<file path="src/rtl/hazard_pkg.sv">
// Shared definitions for the pipeline hazard controller: forwarding encodings,
// controller states and a saturating increment helper.
package hazard_pkg;

  localparam logic [1:0] FWD_RF  = 2'b00;
  localparam logic [1:0] FWD_MEM = 2'b10;
  localparam logic [1:0] FWD_WB  = 2'b01;

  typedef enum logic [1:0] {
    S_RUN,
    S_LU_STALL,
    S_MEM_WAIT,
    S_FLUSH
  } state_e;

  // Increment v, holding at the all-ones value of a w-bit counter (w <= 64).
  function automatic logic [63:0] sat_inc(input logic [63:0] v, input int unsigned w);
    logic [63:0] max_v;
    max_v = (w >= 64) ? '1 : ((64'd1 << w) - 64'd1);
    return (v >= max_v) ? v : v + 64'd1;
  endfunction

endpackage

</file>
<file path="src/rtl/fwd_select.sv">
// Operand forwarding select for one ALU operand; the MEM-stage result beats
// the WB-stage result, and x0 is never forwarded.
module fwd_select
  import hazard_pkg::*;
#(
  parameter int unsigned REG_AW = 5
) (
  input  logic [REG_AW-1:0] rs,
  input  logic [REG_AW-1:0] rd_mem,
  input  logic              reg_write_mem,
  input  logic [REG_AW-1:0] rd_wb,
  input  logic              reg_write_wb,
  output logic [1:0]        fwd
);

  always_comb begin
    fwd = FWD_RF;
    if (reg_write_mem && (rd_mem != '0) && (rd_mem == rs)) begin
      fwd = FWD_MEM;
    end else if (reg_write_wb && (rd_wb != '0) && (rd_wb == rs)) begin
      fwd = FWD_WB;
    end
  end

endmodule

</file>
<file path="src/rtl/pipeline_hazard_ctrl.sv">
// Hazard and forwarding controller for the 5-stage pipeline: freeze on a busy
// data memory, flush on taken branches, one-cycle load-use stall, plus counters.
module pipeline_hazard_ctrl
  import hazard_pkg::*;
#(
  parameter int unsigned REG_AW       = 5,
  parameter int unsigned BRANCH_STAGE = 3,
  parameter int unsigned MAX_WAIT     = 16,
  parameter int unsigned CNT_W        = 32
) (
  input  logic              clk,
  input  logic              reset,
  input  logic [REG_AW-1:0] rs1_id,
  input  logic [REG_AW-1:0] rs2_id,
  input  logic              uses_rs1_id,
  input  logic              uses_rs2_id,
  input  logic [REG_AW-1:0] rd_ex,
  input  logic              mem_read_ex,
  input  logic [REG_AW-1:0] rs1_ex,
  input  logic [REG_AW-1:0] rs2_ex,
  input  logic [REG_AW-1:0] rd_mem,
  input  logic              reg_write_mem,
  input  logic [REG_AW-1:0] rd_wb,
  input  logic              reg_write_wb,
  input  logic              branch_taken,
  input  logic              dmem_busy,
  output logic              pc_write,
  output logic              ifid_write,
  output logic              idex_write,
  output logic              exmem_write,
  output logic              idex_bubble,
  output logic              ifid_flush,
  output logic              idex_flush,
  output logic              exmem_flush,
  output logic              memwb_bubble,
  output logic [1:0]        forward_a,
  output logic [1:0]        forward_b,
  output logic              mem_timeout,
  output logic [CNT_W-1:0]  stall_cycles,
  output logic [CNT_W-1:0]  flush_events
);

  localparam int unsigned WAIT_W = $clog2(MAX_WAIT + 1);

  state_e            state_q, state_d;
  logic [WAIT_W-1:0] wait_q;
  logic [1:0]        fwd_a_raw, fwd_b_raw;
  logic              lu;

  fwd_select #(.REG_AW(REG_AW)) u_fwd_a (
    .rs            (rs1_ex),
    .rd_mem        (rd_mem),
    .reg_write_mem (reg_write_mem),
    .rd_wb         (rd_wb),
    .reg_write_wb  (reg_write_wb),
    .fwd           (fwd_a_raw)
  );

  fwd_select #(.REG_AW(REG_AW)) u_fwd_b (
    .rs            (rs2_ex),
    .rd_mem        (rd_mem),
    .reg_write_mem (reg_write_mem),
    .rd_wb         (rd_wb),
    .reg_write_wb  (reg_write_wb),
    .fwd           (fwd_b_raw)
  );

  assign forward_a = reset ? FWD_RF : fwd_a_raw;
  assign forward_b = reset ? FWD_RF : fwd_b_raw;

  assign lu = mem_read_ex && (rd_ex != '0) &&
              ((uses_rs1_id && (rs1_id == rd_ex)) || (uses_rs2_id && (rs2_id == rd_ex)));

  // NOTE: every output gets a default before the priority chain so no path
  // leaves a signal unassigned, which would otherwise infer a latch.
  always_comb begin
    pc_write     = 1'b1;
    ifid_write   = 1'b1;
    idex_write   = 1'b1;
    exmem_write  = 1'b1;
    idex_bubble  = 1'b0;
    ifid_flush   = 1'b0;
    idex_flush   = 1'b0;
    exmem_flush  = 1'b0;
    memwb_bubble = 1'b0;
    state_d      = S_RUN;
    if (!reset) begin
      if (dmem_busy) begin
        // Freeze wins over a branch; the branch stays held and re-asserts later.
        pc_write     = 1'b0;
        ifid_write   = 1'b0;
        idex_write   = 1'b0;
        exmem_write  = 1'b0;
        memwb_bubble = 1'b1;
        state_d      = S_MEM_WAIT;
      end else if (branch_taken) begin
        ifid_flush  = 1'b1;
        idex_flush  = 1'b1;
        exmem_flush = (BRANCH_STAGE == 3);
        state_d     = S_FLUSH;
      end else if (lu) begin
        pc_write    = 1'b0;
        ifid_write  = 1'b0;
        idex_bubble = 1'b1;
        state_d     = S_LU_STALL;
      end
    end
  end

  // NOTE: sequential state uses non-blocking assignments so every register
  // samples the pre-edge values regardless of statement order.
  always_ff @(posedge clk) begin
    if (reset) begin
      state_q      <= S_RUN;
      wait_q       <= '0;
      mem_timeout  <= 1'b0;
      stall_cycles <= '0;
      flush_events <= '0;
    end else begin
      state_q <= state_d;
      if (dmem_busy) begin
        if (wait_q != WAIT_W'(MAX_WAIT)) wait_q <= wait_q + 1'b1;
        if (wait_q >= WAIT_W'(MAX_WAIT - 1)) mem_timeout <= 1'b1;
      end else begin
        wait_q <= '0;
      end
      if (state_d == S_MEM_WAIT || state_d == S_LU_STALL) begin
        stall_cycles <= CNT_W'(sat_inc(64'(stall_cycles), CNT_W));
      end
      if (state_d == S_FLUSH) begin
        flush_events <= CNT_W'(sat_inc(64'(flush_events), CNT_W));
      end
    end
  end

  // A load-use stall lasts exactly one cycle; a repeat means the stimulus is wrong.
  lu_stall_once: assert property (@(posedge clk) disable iff (reset)
    !(state_q == S_LU_STALL && lu));

endmodule

</file>
<file path="config.mk">
export PLATFORM = sky130hd
export DESIGN_NAME = pipeline_hazard_ctrl
export DESIGN_NICKNAME = d
export VERILOG_FILES = /design/src/rtl/hazard_pkg.sv /design/src/rtl/fwd_select.sv /design/src/rtl/pipeline_hazard_ctrl.sv
export SDC_FILE = /design/constraint.sdc
export NUM_CORES = 1
export LEC_CHECK = 0
export CAP_MARGIN = 20
export CORE_ASPECT_RATIO = 1.4
export CORE_MARGIN = 8
export CORE_UTILIZATION = 35
export CTS_BUF_LIST = sky130_fd_sc_hd__clkbuf_4 sky130_fd_sc_hd__clkbuf_8 sky130_fd_sc_hd__clkbuf_16
export CTS_CLUSTER_SIZE = 25
export DETAILED_ROUTE_END_ITERATION = 10
export HOLD_SLACK_MARGIN = 0.1
export PLACE_DENSITY_LB_ADDON = 0.1
export REMOVE_ABC_BUFFERS = 1
export SYNTH_ARGS = -nofsm -noshare
export SYNTH_HDL_FRONTEND = slang
export SYNTH_SLANG_ARGS = --single-unit
</file>
<file path="constraint.sdc">
create_clock -name clk -period 3.2 [get_ports clk]
set_input_delay 0.32 -clock clk [delete_from_list [all_inputs] [get_ports clk]]
set_output_delay 0.32 -clock clk [all_outputs]
set_load 0.01 [all_outputs]
</file>
==> metrics.cfg <==
[synthesis]
synth_area_leaders = dfxtp_1 (35%), a21oi_1 (6.3%), xnor2_1 (5.2%)
synth_cell_types = 47
synth_area_sq_um = 4030
yosysTopAreaCellShare = 0.348
synth_enable_flop_cells = 0
synth_seq_area_share = 0.348
netlist_instances = 499
postSynth.asyncResetShare = 0
synthFlopType = dfxtp_1
synth-seq-cells = 70
yosysWarnings = 0
avgSynthCellArea_sq_um = 8.07
post-synth-top-area-cell = dfxtp_1

[sta]
skew_ns = 0.00311
tns_ns = 0
min_period_ns = 2.94
slew_headroom = 0.405
setup_viol = 0
fin_crit_sh = 0.918
fmax_ghz = 0.341
rsz0062_at_grt = no
hold_violations = 0
worst_pin_slew_ns = 0.879
drv_slew = 0
holdWs_ns = 0.370
post-route-worst-setup-slack_ns = 0.264

[route]
wirelength_um = 11800
drc = 0
dr.pass1.iters = 4
drtIter0Drc = 168
avgRoutedWirePerCell_um = 15.4
vias = 4176
ant_nets = 0
viasPerCell = 5.44

[finish]
fin_cells = 767
fillerInstances = 1160
final_common_cell = clkdlybuf4s50_1
final_cell_mix = clkdlybuf4s50_1 (120), dfxtp_1 (70), a21oi_1 (51), nand2_1 (32), nor2_1 (32)
layout.nets = 671
syn_to_final_growth_pct = 40.9
drive_gt1_frac = 0.0851
regArea_sq_um = 1400
final_area_sq_um = 5680
final_util = 0.503
multi_input_area_sq_um = 2440
diodes = 0

[floorplanning]
die_h_um = 143
initial_core_util = 0.357
dieArea_sq_um = 15200
core_sq_um = 11300
die_w_um = 107
io_pins = 122
rows = 46

[clock_tree]
clock_sinks = 70
cts_root_buffer = clkbuf_16
clock_latency_ns = 0.33
cts-resized-gates = 0
numCtsBuffers = 9
clk_pin_slew_ns = 0.05
post_cts_hold_buffer_count = 0
cts_htree_levels = 3
cts_tree = yes
cts_setup_buffers = 0
cts_buffer_depth = 2

[power]
peakVddDrop_v = 0.000231
leakage_nw = 1.79
finalPower_mw = 1.98
power_density_nw_per_um2 = 348

[setup_path]
startpoint_type = primary input
endpoint_kind = output port
crit_arrival_ns = 2.62
critical_path_class = primary input to output port
path_max_fanout = 4
crit_required_ns = 2.88

[placed_design]
io_buffers = 121
dp.cells = 754
dp_hpwl_um = 9020
pre_cts_ws_ns = -0.102
gp_congestion = 0.805
place_area_sq_um = 5420

[grt]
grt_max_degree = 61
antenna_found_initial = 0
grt_pass1_wl_um = 19900
grt-ovfl-total = 0
grt_pass1_vias = 4178
grtUsageTotal = 0.159

[min_path]
min_path_type = primary input to flop

[outcome]
status = finished, final reports clean

[flow_run]
max_cap_viol_count = 0

[registers in the layout, summed over array words and instances (netlist names)]
| name | cells |
|---|---|
| wait_q | 5 |
| flush_events | 32 |
| stall_cycles | 32 |
| mem_timeout | 1 |
[logic make-up (layout without fill, tap and decap cells)]
logic type / after synthesis / count (layout) / synth area share
AND/OR/NAND/NOR: 220 / 220 / 0.312
adder cells (fa/ha/maj): 6 / 6 / 0.0186
multiplexers: 11 / 11 / 0.0298
AO/OA/AOI/OAI: 112 / 112 / 0.162
buffers and inverters: 43 / 167 / 0.0491
flip-flops: 70 / 70 / 0.348
XOR/XNOR: 37 / 37 / 0.0804
[worst max-delay path: stages]
cell	delay [ns]
clkdlybuf4s50_1	0.48
or4_1	0.53
o21ai_0	0.17
buf_4	0.16
nor3_1	0.05
nor4_1	0.31
clkdlybuf4s50_1	0.60
[synthesized netlist by cell type (3+ instances only)]
master	number
mux2_2	8
xnor2_1	24
nor2_1	32
and4_1	7
o31ai_1	21
or2_2	3
nand2b_1	3
ha_1	6
and2_1	4
mux2i_1	3
and3_1	6
inv_1	15
or3_1	28
nor3_1	6
a21oi_1	51
nand2_1	32
xor2_1	13
nand4_1	24
nand3_1	20
buf_4	4
clkbuf_1	17
or4_1	26
o21ai_0	29
buf_2	3
nor4_1	14
nor2b_1	6
dfxtp_1	70
[area by class of cell]
type / instances / area share
Sequential cell: 70 / 0.247
Clock buffer: 11 / 0.0445
Tap cell: 144 / 0.0317
Timing Repair Buffer: 139 / 0.236
Inverter: 15 / 0.00992
Clock inverter: 2 / 0.00176
Multi-Input combinational cell: 386 / 0.429
[power by group]
group	internal [mW]	leakage (nW)	switching, mW	total, mW
Sequential	0.876	0.564	0.00848	0.885
Combinational	0.103	1.09	0.0823	0.186
Clock	0.550	0.133	0.357	0.907
[path summary, 6_finish.rpt]
check / cells past startpoint / slack [ns] / start / endpoint
worst max-delay path: 7 / 0.26 / rd_mem[0] / forward_a[0]
worst min-delay path: 2 / 0.37 / reset / stall_cycles[30]
worst max register to register: 6 / 0.74 / flush_events[2] / flush_events[18]
worst min register to register: 2 / 0.47 / mem_timeout / mem_timeout
[layer usage]
layer	wire length (um)	vias up	global-route usage
met4	161	0	0.0572
met3	797	12	0.0546
li1	-	2109	-
met1	4610	1954	0.161
met5	0	-	0
met2	6240	101	0.292
Note: power is estimated with default switching activity, not from simulation.
